--- config.mk ---
export PLATFORM = sky130hd
export DESIGN_NAME = wakeup_tag_broadcaster
export DESIGN_NICKNAME = d
export VERILOG_FILES = /design/src/rtl/wakeup_tag_broadcaster.sv
export SDC_FILE = /design/constraint.sdc
export NUM_CORES = 1
export LEC_CHECK = 0
export ABC_AREA = 1
export CAP_MARGIN = 20
export CORE_UTILIZATION = 51
export CTS_BUF_LIST = sky130_fd_sc_hd__clkbuf_16
export CTS_CLUSTER_DIAMETER = 80
export DETAILED_ROUTE_END_ITERATION = 16
export PLACE_DENSITY = 0.78
export SLEW_MARGIN = 20
export SYNTH_ARGS = -nofsm -noshare
export SYNTH_HDL_FRONTEND = slang
export SYNTH_SLANG_ARGS = --single-unit
--- constraint.sdc ---
create_clock -name clk -period 1.7 [get_ports clk]
set_input_delay 0.17 -clock clk [delete_from_list [all_inputs] [get_ports clk]]
set_output_delay 0.17 -clock clk [all_outputs]
set_load 0.1 [all_outputs]
--- src/rtl/wakeup_tag_broadcaster.sv ---
// Scheduler wakeup transmitter: per-lane delay lines that broadcast destination tags a fixed latency after issue.
// Optional tag cancellation is compiled in with `define RSD_WAKEUP_CANCEL_EN.
module wakeup_tag_broadcaster #(
  parameter int WAKEUP_WIDTH      = 2,
  parameter int REG_NUM_BIT_WIDTH = 7,
  parameter int MAX_LATENCY       = 4,
  parameter int LAT_BIT_WIDTH     = 3
) (
  input  logic                                      clk,
  input  logic                                      rst,
  input  logic [WAKEUP_WIDTH-1:0]                   i_issue,
  input  logic [WAKEUP_WIDTH-1:0]                   i_issue_dst_valid,
  input  logic [WAKEUP_WIDTH*REG_NUM_BIT_WIDTH-1:0] i_issue_dst_reg_num,
  input  logic [WAKEUP_WIDTH*LAT_BIT_WIDTH-1:0]     i_issue_latency,
  input  logic                                      i_flush,
`ifdef RSD_WAKEUP_CANCEL_EN
  input  logic                                      i_cancel,
  input  logic [REG_NUM_BIT_WIDTH-1:0]              i_cancel_reg_num,
`endif
  output logic [WAKEUP_WIDTH-1:0]                   o_wakeup,
  output logic [WAKEUP_WIDTH-1:0]                   o_wakeup_dst_valid,
  output logic [WAKEUP_WIDTH*REG_NUM_BIT_WIDTH-1:0] o_wakeup_dst_reg_num,
  output logic [WAKEUP_WIDTH*MAX_LATENCY-1:0]       o_lane_busy,
  output logic                                      o_conflict_error
);

  typedef struct packed {
    logic                         valid;
    logic                         dst_valid;
    logic [REG_NUM_BIT_WIDTH-1:0] reg_num;
  } slot_t;

  // Slot k of a lane broadcasts k cycles from now.
  slot_t                    r_slot      [WAKEUP_WIDTH][MAX_LATENCY];
  slot_t                    w_slot_next [WAKEUP_WIDTH][MAX_LATENCY];
  logic [MAX_LATENCY-1:0]   w_lane_busy [WAKEUP_WIDTH];
  logic [LAT_BIT_WIDTH-1:0] w_lat       [WAKEUP_WIDTH];
  logic                     w_conflict;
  logic                     r_conflict_error;

  // A new op with latency L lands in slot[L-1] next cycle, which is where slot[L] shifts to.
  always_comb begin
    for (int i = 0; i < WAKEUP_WIDTH; i++) begin
      w_lane_busy[i] = '0;
      for (int l = 0; l < MAX_LATENCY - 1; l++) begin
        w_lane_busy[i][l] = r_slot[i][l+1].valid;
      end
      w_lat[i] = i_issue_latency[i*LAT_BIT_WIDTH +: LAT_BIT_WIDTH];
    end
  end

  // NOTE: every signal written here gets a value on every path before any conditional update, so no latch is inferred.
  always_comb begin
    w_conflict = 1'b0;
    for (int i = 0; i < WAKEUP_WIDTH; i++) begin
      for (int k = 0; k < MAX_LATENCY - 1; k++) begin
        w_slot_next[i][k] = r_slot[i][k+1];
      end
      w_slot_next[i][MAX_LATENCY-1] = '0;
`ifdef RSD_WAKEUP_CANCEL_EN
      for (int k = 0; k < MAX_LATENCY; k++) begin
        if (i_cancel && w_slot_next[i][k].valid && w_slot_next[i][k].dst_valid &&
            (w_slot_next[i][k].reg_num == i_cancel_reg_num)) begin
          w_slot_next[i][k].valid = 1'b0;
        end
      end
`endif
      // The issue write comes last so a same-cycle tag is never cancelled.
      if (i_issue[i]) begin
        if ((w_lat[i] == '0) || (int'(w_lat[i]) > MAX_LATENCY)) begin
          w_conflict = 1'b1;
        end else begin
          for (int l = 0; l < MAX_LATENCY; l++) begin
            if (int'(w_lat[i]) == l + 1) begin
              if (w_lane_busy[i][l]) begin
                w_conflict = 1'b1;
              end else begin
                w_slot_next[i][l].valid     = 1'b1;
                w_slot_next[i][l].dst_valid = i_issue_dst_valid[i];
                w_slot_next[i][l].reg_num   =
                  i_issue_dst_reg_num[i*REG_NUM_BIT_WIDTH +: REG_NUM_BIT_WIDTH];
              end
            end
          end
        end
      end
    end
  end

  // NOTE: state is updated with non-blocking assignments so every slot shifts from its pre-edge value.
  // NOTE: the slot array is a handful of flops, not a RAM, and outputs must read zero after reset, so it is cleared.
  always_ff @(posedge clk) begin
    if (rst) begin
      for (int i = 0; i < WAKEUP_WIDTH; i++) begin
        for (int k = 0; k < MAX_LATENCY; k++) begin
          r_slot[i][k] <= '0;
        end
      end
      r_conflict_error <= 1'b0;
    end else begin
      for (int i = 0; i < WAKEUP_WIDTH; i++) begin
        for (int k = 0; k < MAX_LATENCY; k++) begin
          r_slot[i][k] <= i_flush ? '0 : w_slot_next[i][k];
        end
      end
      if (w_conflict) begin
        r_conflict_error <= 1'b1;
      end
    end
  end

  always_comb begin
    o_wakeup             = '0;
    o_wakeup_dst_valid   = '0;
    o_wakeup_dst_reg_num = '0;
    o_lane_busy          = '0;
    for (int i = 0; i < WAKEUP_WIDTH; i++) begin
      o_wakeup[i]           = r_slot[i][0].valid;
      o_wakeup_dst_valid[i] = r_slot[i][0].valid && r_slot[i][0].dst_valid;
      o_wakeup_dst_reg_num[i*REG_NUM_BIT_WIDTH +: REG_NUM_BIT_WIDTH] =
        r_slot[i][0].valid ? r_slot[i][0].reg_num : '0;
      o_lane_busy[i*MAX_LATENCY +: MAX_LATENCY] = w_lane_busy[i];
    end
  end

  assign o_conflict_error = r_conflict_error;

endmodule

==> flow_metrics.tcl, run 1 <==
set metrics [dict create \
    num_rows 27 \
    syn_avg_cell_area_um2 7.67 \
    chipWidth_um 77.3 \
    path_class "primary input to flip-flop" \
    cp-end-kind "flip-flop" \
    clock-sinks 73 \
    power_switching_uw 813 \
    fmax_mhz 620 \
    switching_share_pct 21.6 \
    yosys.area.top_type "dfxtp_1" \
    p_comb_share_pct 7.9 \
    r2r-start "r_slot[0][8]" \
    wl_mm 5.69 \
    nFillCells 427 \
    fin_nets 463 \
    ys_seq_area_share_pct 50.6 \
    path_clk_slew_ns 0.05 \
    seqPwrFrac_pct 46.1 \
    gr-total-overflow 0 \
    worstPathArrival_ns 1.86 \
    dr.first_iter.drc_count 151 \
    hold_buffers 0 \
    placed_cells 495 \
    ctsHtreeMaxLevel 3 \
    grt_pass1_wl_mm 9.60 \
    worstSkewPairLatency_ns 0.32 \
    detail-route-antenna-nets 0 \
    p_leak_uw 0.00169 \
    holdPathStages 2 \
    start_util_pct 52.8 \
    hold_class "flip-flop to flip-flop" \
    syn_area_mm2 0.00289 \
    die_h_um 77.3 \
    clockRootBuffer "clkbuf_16" \
    grt_pass1_vias 2224 \
    track_usage_pct 20.5 \
    seqCellArea_mm2 0.00146 \
    netlist_instances 377 \
    drc 0 \
    startpoint_type "primary input" \
    ys_seq_elements 73 \
    layout-drive-gt1-share_pct 15.3 \
    crit_fanout 13 \
    cts_buffer_depth 2 \
    gp_congestion 0.833 \
    endpoint "r_slot[0][16]" \
    avgRoutedWirePerCell_um 11.1 \
    reg2reg_depth 4 \
    crit_required_ns 1.94 \
    setup_viol 0 \
    grt_max_degree 52 \
    dp_hpwl_mm 4.04 \
    multi_input_area_um2 900 \
    area_growth_pct 36.6 \
    clkPwrFrac_pct 46.1 \
    fin_crit_sh_pct 94.9 \
    post-place-ws_ns -0.293 \
    status "completed" \
    core_area_mm2 0.00547 \
    period_minus_slack_ns 1.61 \
    power_density_mw_per_mm2 954 \
    hold_start "r_slot[0][23]" \
    io_pins 54 \
    internal_power_uw 2950 \
    maxCapViolations 0 \
    finalWorstSetupSlack_ns 0.0870 \
    r2r_slack_ns 0.58 \
    synth.top_cell.area_share_pct 50.6 \
    synth_cell_types 22 \
    r2r_end "r_slot[0][16]" \
    drv_slew 0 \
    hold_violations 0 \
    antenna_found_initial 0 \
    dieArea_mm2 0.00597 \
    finalSetupTns_ns 0 \
    final_cells 511 \
    cts_tree "done" \
    cts_made_buffers 9 \
    antenna-diode-count 0 \
    vias 2385 \
    viasPerCell 4.67 \
    setup.worst_path.start "i_issue_latency[0]" \
    vdd.ir_drop.worst_v 0.000741 \
    port_buffers 51 \
    clock_skew_ns 0.00200 \
    rsz0062_at_grt "no" \
    drtPass1Iterations 5 \
    synth_warnings 0 \
    synth_area_leaders "dfxtp_1 51%, inv_1 13%, a21oi_1 9.4%" \
]
==> cell usage in the layout, fill, tap and decap left out <==
cell / Yosys / layout
nor2_4: 1 / 2
a21oi_1: 54 / 54
clkbuf_16: 0 / 9
clkdlybuf4s50_1: 0 / 26
clkinv_1: 0 / 1
bufinv_16: 0 / 1
conb_1: 1 / 2
o21ai_2: 1 / 1
buf_4: 12 / 22
inv_2: 2 / 2
clkinv_2: 0 / 2
o21ai_0: 44 / 41
dfxtp_1: 73 / 73
nor3_2: 3 / 3
buf_12: 0 / 20
inv_1: 102 / 105
nor2_2: 1 / 1
nand3_1: 8 / 8
nand4_1: 3 / 3
nand2_1: 27 / 27
ha_1: 2 / 2
nor2_1: 24 / 23
o21ai_1: 3 / 6
nand3_2: 4 / 4
o21bai_1: 1 / 1
==> per-layer routing <==
layer / track usage (%) / wire, um / up-vias
li1: - / - / 1250
met5: 0 / 0 / -
met3: 6.07 / 301 / 8
met4: 7.74 / 63 / 0
met2: 34.5 / 2850 / 71
met1: 24.5 / 2470 / 1056
==> layout make-up <==
class,instances,area share [%]
multi-input cells,178,22.8
repair buffers,68,20.9
well taps,72,2.28
inverters,104,9.89
clock inverters,7,1.39
flip-flops and latches,73,37.0
clock buffers,9,5.71
==> how the worst min path moves through the flow <==
stage,endpoint
global placement,r_slot[1][9]
finish,r_slot[0][32]
detailed placement,r_slot[0][32]
CTS,r_slot[0][32]
global route,r_slot[1][32]
floorplan,r_slot[0][0]
==> cells in the mapped netlist (all sizes together) <==
cell	count
a21oi	54
buf	17
clkbuf	6
conb	1
dfxtp	73
ha	2
inv	104
nand2	27
nand3	12
nand4	3
nor2	26
nor3	3
o21ai	48
o21bai	1
==> power groups by stage <==
stage	registers, uW	clock network (uW)	logic [uW]
after floorplan	1790	0	148
after global placement	1770	0	283
after detailed placement	1770	0	292
after CTS	1730	1750	294
after global routing	1730	1840	325
final	1730	1730	297
==> kinds of logic after synthesis <==
| group | synth area share, % |
|---|---|
| compound gates | 18.1 |
| simple gates | 11.7 |
| flops | 50.6 |
| buf+inv | 18.7 |
| other cells | 0.130 |
| fa+ha+maj | 0.866 |
==> sequential cells by signal (all words and copies together), names as in the netlist <==
register and cells:
o_conflict_error 1, r_slot 72
==> worst max-delay path, stage by stage <==
cell	delay (ns)
clkdlybuf4s50_1	0.48
nor2_1	0.05
ha_1	0.32
nor2_4	0.19
nand3_2	0.24
buf_4	0.24
a21oi_1	0.16
==> through the flow <==
| step | hold WS (ns) | utilization (%) | total power, uW | cell area, um^2 |
|---|---|---|---|---|
| CTS | 0.424 | 72.0 | 3780 | 3940 |
| detailed placement | 0.415 | 66.9 | 2060 | 3660 |
| global route | 0.435 | 72.1 | 3900 | 3950 |
| floorplan | 0.282 | - | 1930 | 2890 |
| global placement | 0.410 | 66.9 | 2050 | 3660 |
| finish | 0.426 | 72.1 | 3770 | 3950 |
==> repair_timing <==
| item | in CTS | in global routing |
|---|---|---|
| resized for setup | 0 | 4 |
| endpoints found under the setup margin | 0 | 26 |
| buffers inserted | 0 | 0 |
Power figures use the tool's default switching activity.
==> run 2: changes to the inputs <==
==> constraint.sdc (replaced) <==
create_clock -name clk -period 1.7 [get_ports clk]
set_input_delay 0.17 -clock clk [delete_from_list [all_inputs] [get_ports clk]]
set_output_delay 0.17 -clock clk [all_outputs]
set_load 0.01 [all_outputs]
==> flow_metrics.tcl, run 2 (synthesized netlist as in run 1, its figures left out) <==
set metrics [dict create \
    cp_num_buf_inv 2 \
    wl_mm 5.29 \
    nFillCells 462 \
    postCtsSetupBuffers 0 \
    cp-end-kind "flip-flop" \
    crit_fanout 13 \
    die_h_um 77.3 \
    num_rows 27 \
    dieArea_mm2 0.00597 \
    start_util_pct 52.8 \
    power_switching_uw 772 \
    utilization_pct 68.8 \
    clock_skew_ns 0.00322 \
    vdd.ir_drop.worst_v 0.000633 \
    hold_class "flip-flop to flip-flop" \
    clkPwrFrac_pct 46.7 \
    drv_slew 0 \
    grt_max_degree 52 \
    drc 0 \
    maxCapViolations 0 \
    cp_cell_sequence "clkdlybuf4s50_1 -> nor2_1 -> ha_1 -> nor2_2 -> nand3_2 -> buf_4 -> a21oi_1" \
    path_clk_slew_ns 0.05 \
    power_density_mw_per_mm2 988 \
    clock-sinks 73 \
    core_area_mm2 0.00547 \
    post-place-ws_ns -0.274 \
    worstSkewPairLatency_ns 0.32 \
    chipWidth_um 77.3 \
    fmax_mhz 620 \
    dr.first_iter.drc_count 149 \
    vias 2346 \
    cts_tree "done" \
    worstPathArrival_ns 1.87 \
    hold_violations 0 \
    avgRoutedWirePerCell_um 10.4 \
    p_comb_share_pct 6.6 \
    seqPwrFrac_pct 46.6 \
    hold_buffers 0 \
    gp_congestion 0.826 \
    gr-total-overflow 0 \
    largest_reg_flops 72 \
    layout-drive-gt1-share_pct 9.82 \
    grt_pass1_vias 2033 \
    fin_crit_sh_pct 94.9 \
    cts_made_buffers 9 \
    p_leak_uw 0.00158 \
    grt_pass1_wl_mm 8.95 \
    track_usage_pct 19.4 \
    cp_slowest_cell "clkdlybuf4s50_1" \
    startpoint_type "primary input" \
    detail-route-antenna-nets 0 \
    setup_viol 0 \
    period_minus_slack_ns 1.61 \
    final_cell_mix "102 x inv_1, 71 x dfxtp_1, 54 x a21oi_1" \
    clockRootBuffer "clkbuf_16" \
    crit_required_ns 1.96 \
    fin_nets 463 \
    stdcell_area_mm2 0.00376 \
    ctsHtreeMaxLevel 3 \
    path_class "primary input to flip-flop" \
    switching_share_pct 20.8 \
    place_area_mm2 0.00349 \
    io_pins 54 \
    slowest_delay_ns 0.47 \
    final_common_cell "inv_1" \
    status "completed" \
    cts_buffer_depth 2 \
    area_growth_pct 30.3 \
    dp_hpwl_mm 3.72 \
    drtPass1Iterations 4 \
    rsz0062_at_grt "yes" \
    crit_family "buffers and inverters" \
    port_buffers 51 \
    r2r_slack_ns 0.63 \
    antenna-diode-count 0 \
    internal_power_uw 2950 \
    viasPerCell 4.60 \
    top_register "r_slot" \
    antenna_found_initial 0 \
    finalWorstSetupSlack_ns 0.0862 \
]
[run 2: power groups by stage]
| stage | Sequential [uW] | Combinational [uW] | Clock, uW |
|---|---|---|---|
| after floorplan | 1770 | 119 | 0 |
| after global placement | 1770 | 238 | 0 |
| after detailed placement | 1770 | 245 | 0 |
| after CTS | 1730 | 246 | 1770 |
| after global routing | 1730 | 275 | 1830 |
| final | 1730 | 247 | 1740 |
[run 2: final cells by class]
class                           instances  area, um^2  share of cell area (%)
Timing Repair Buffer                   68         651                    17.3
Inverter                              104         390                    10.4
Sequential cell                        73        1460                    38.9
Clock buffer                            9         225                    5.98
Tap cell                               72        90.1                    2.39
Clock inverter                          6        50.0                    1.33
Multi-Input combinational cell        178         895                    23.8
[run 2: worst paths after layout]
kind / endpoint / startpoint / depth (start not counted)
setup reg to reg: r_slot[0][15] / r_slot[0][8] / 4
hold reg to reg: r_slot[0][14] / r_slot[0][5] / 2
setup / recovery: r_slot[0][15] / i_issue_latency[0] / 7
hold / removal: r_slot[0][14] / r_slot[0][5] / 2
[run 2: per-layer routing]
| layer | vias to the layer above | global-route usage [%] | routed length, um |
|---|---|---|---|
| met5 | - | 0 | 0 |
| met4 | 0 | 10.2 | 95 |
| met3 | 8 | 4.05 | 344 |
| met2 | 77 | 30.3 | 2390 |
| met1 | 1013 | 25.0 | 2470 |
| li1 | 1248 | - | - |
[run 2: what timing repair did]
item                                   CTS  global route
setup endpoints to repair                0            36
endpoints found under the hold margin    0             0
gates resized for setup                  0             5
[run 2: worst min-delay path: stages (launching register included)]
cell,delay (ns)
dfxtp_1,0.29
inv_1,0.04
a21oi_1,0.04
[run 2: through the flow]
step / hold slack (ns) / setup TNS [ns] / power (uW) / std cells
after CTS: 0.426 / 0 / 3750 / 510
after global placement: 0.411 / -6.72 / 2010 / 495
final: 0.422 / 0 / 3720 / 510
after floorplan: 0.282 / 0 / 1890 / 378
after global routing: 0.439 / -0.630 / 3840 / 510
after detailed placement: 0.416 / -9.13 / 2010 / 495
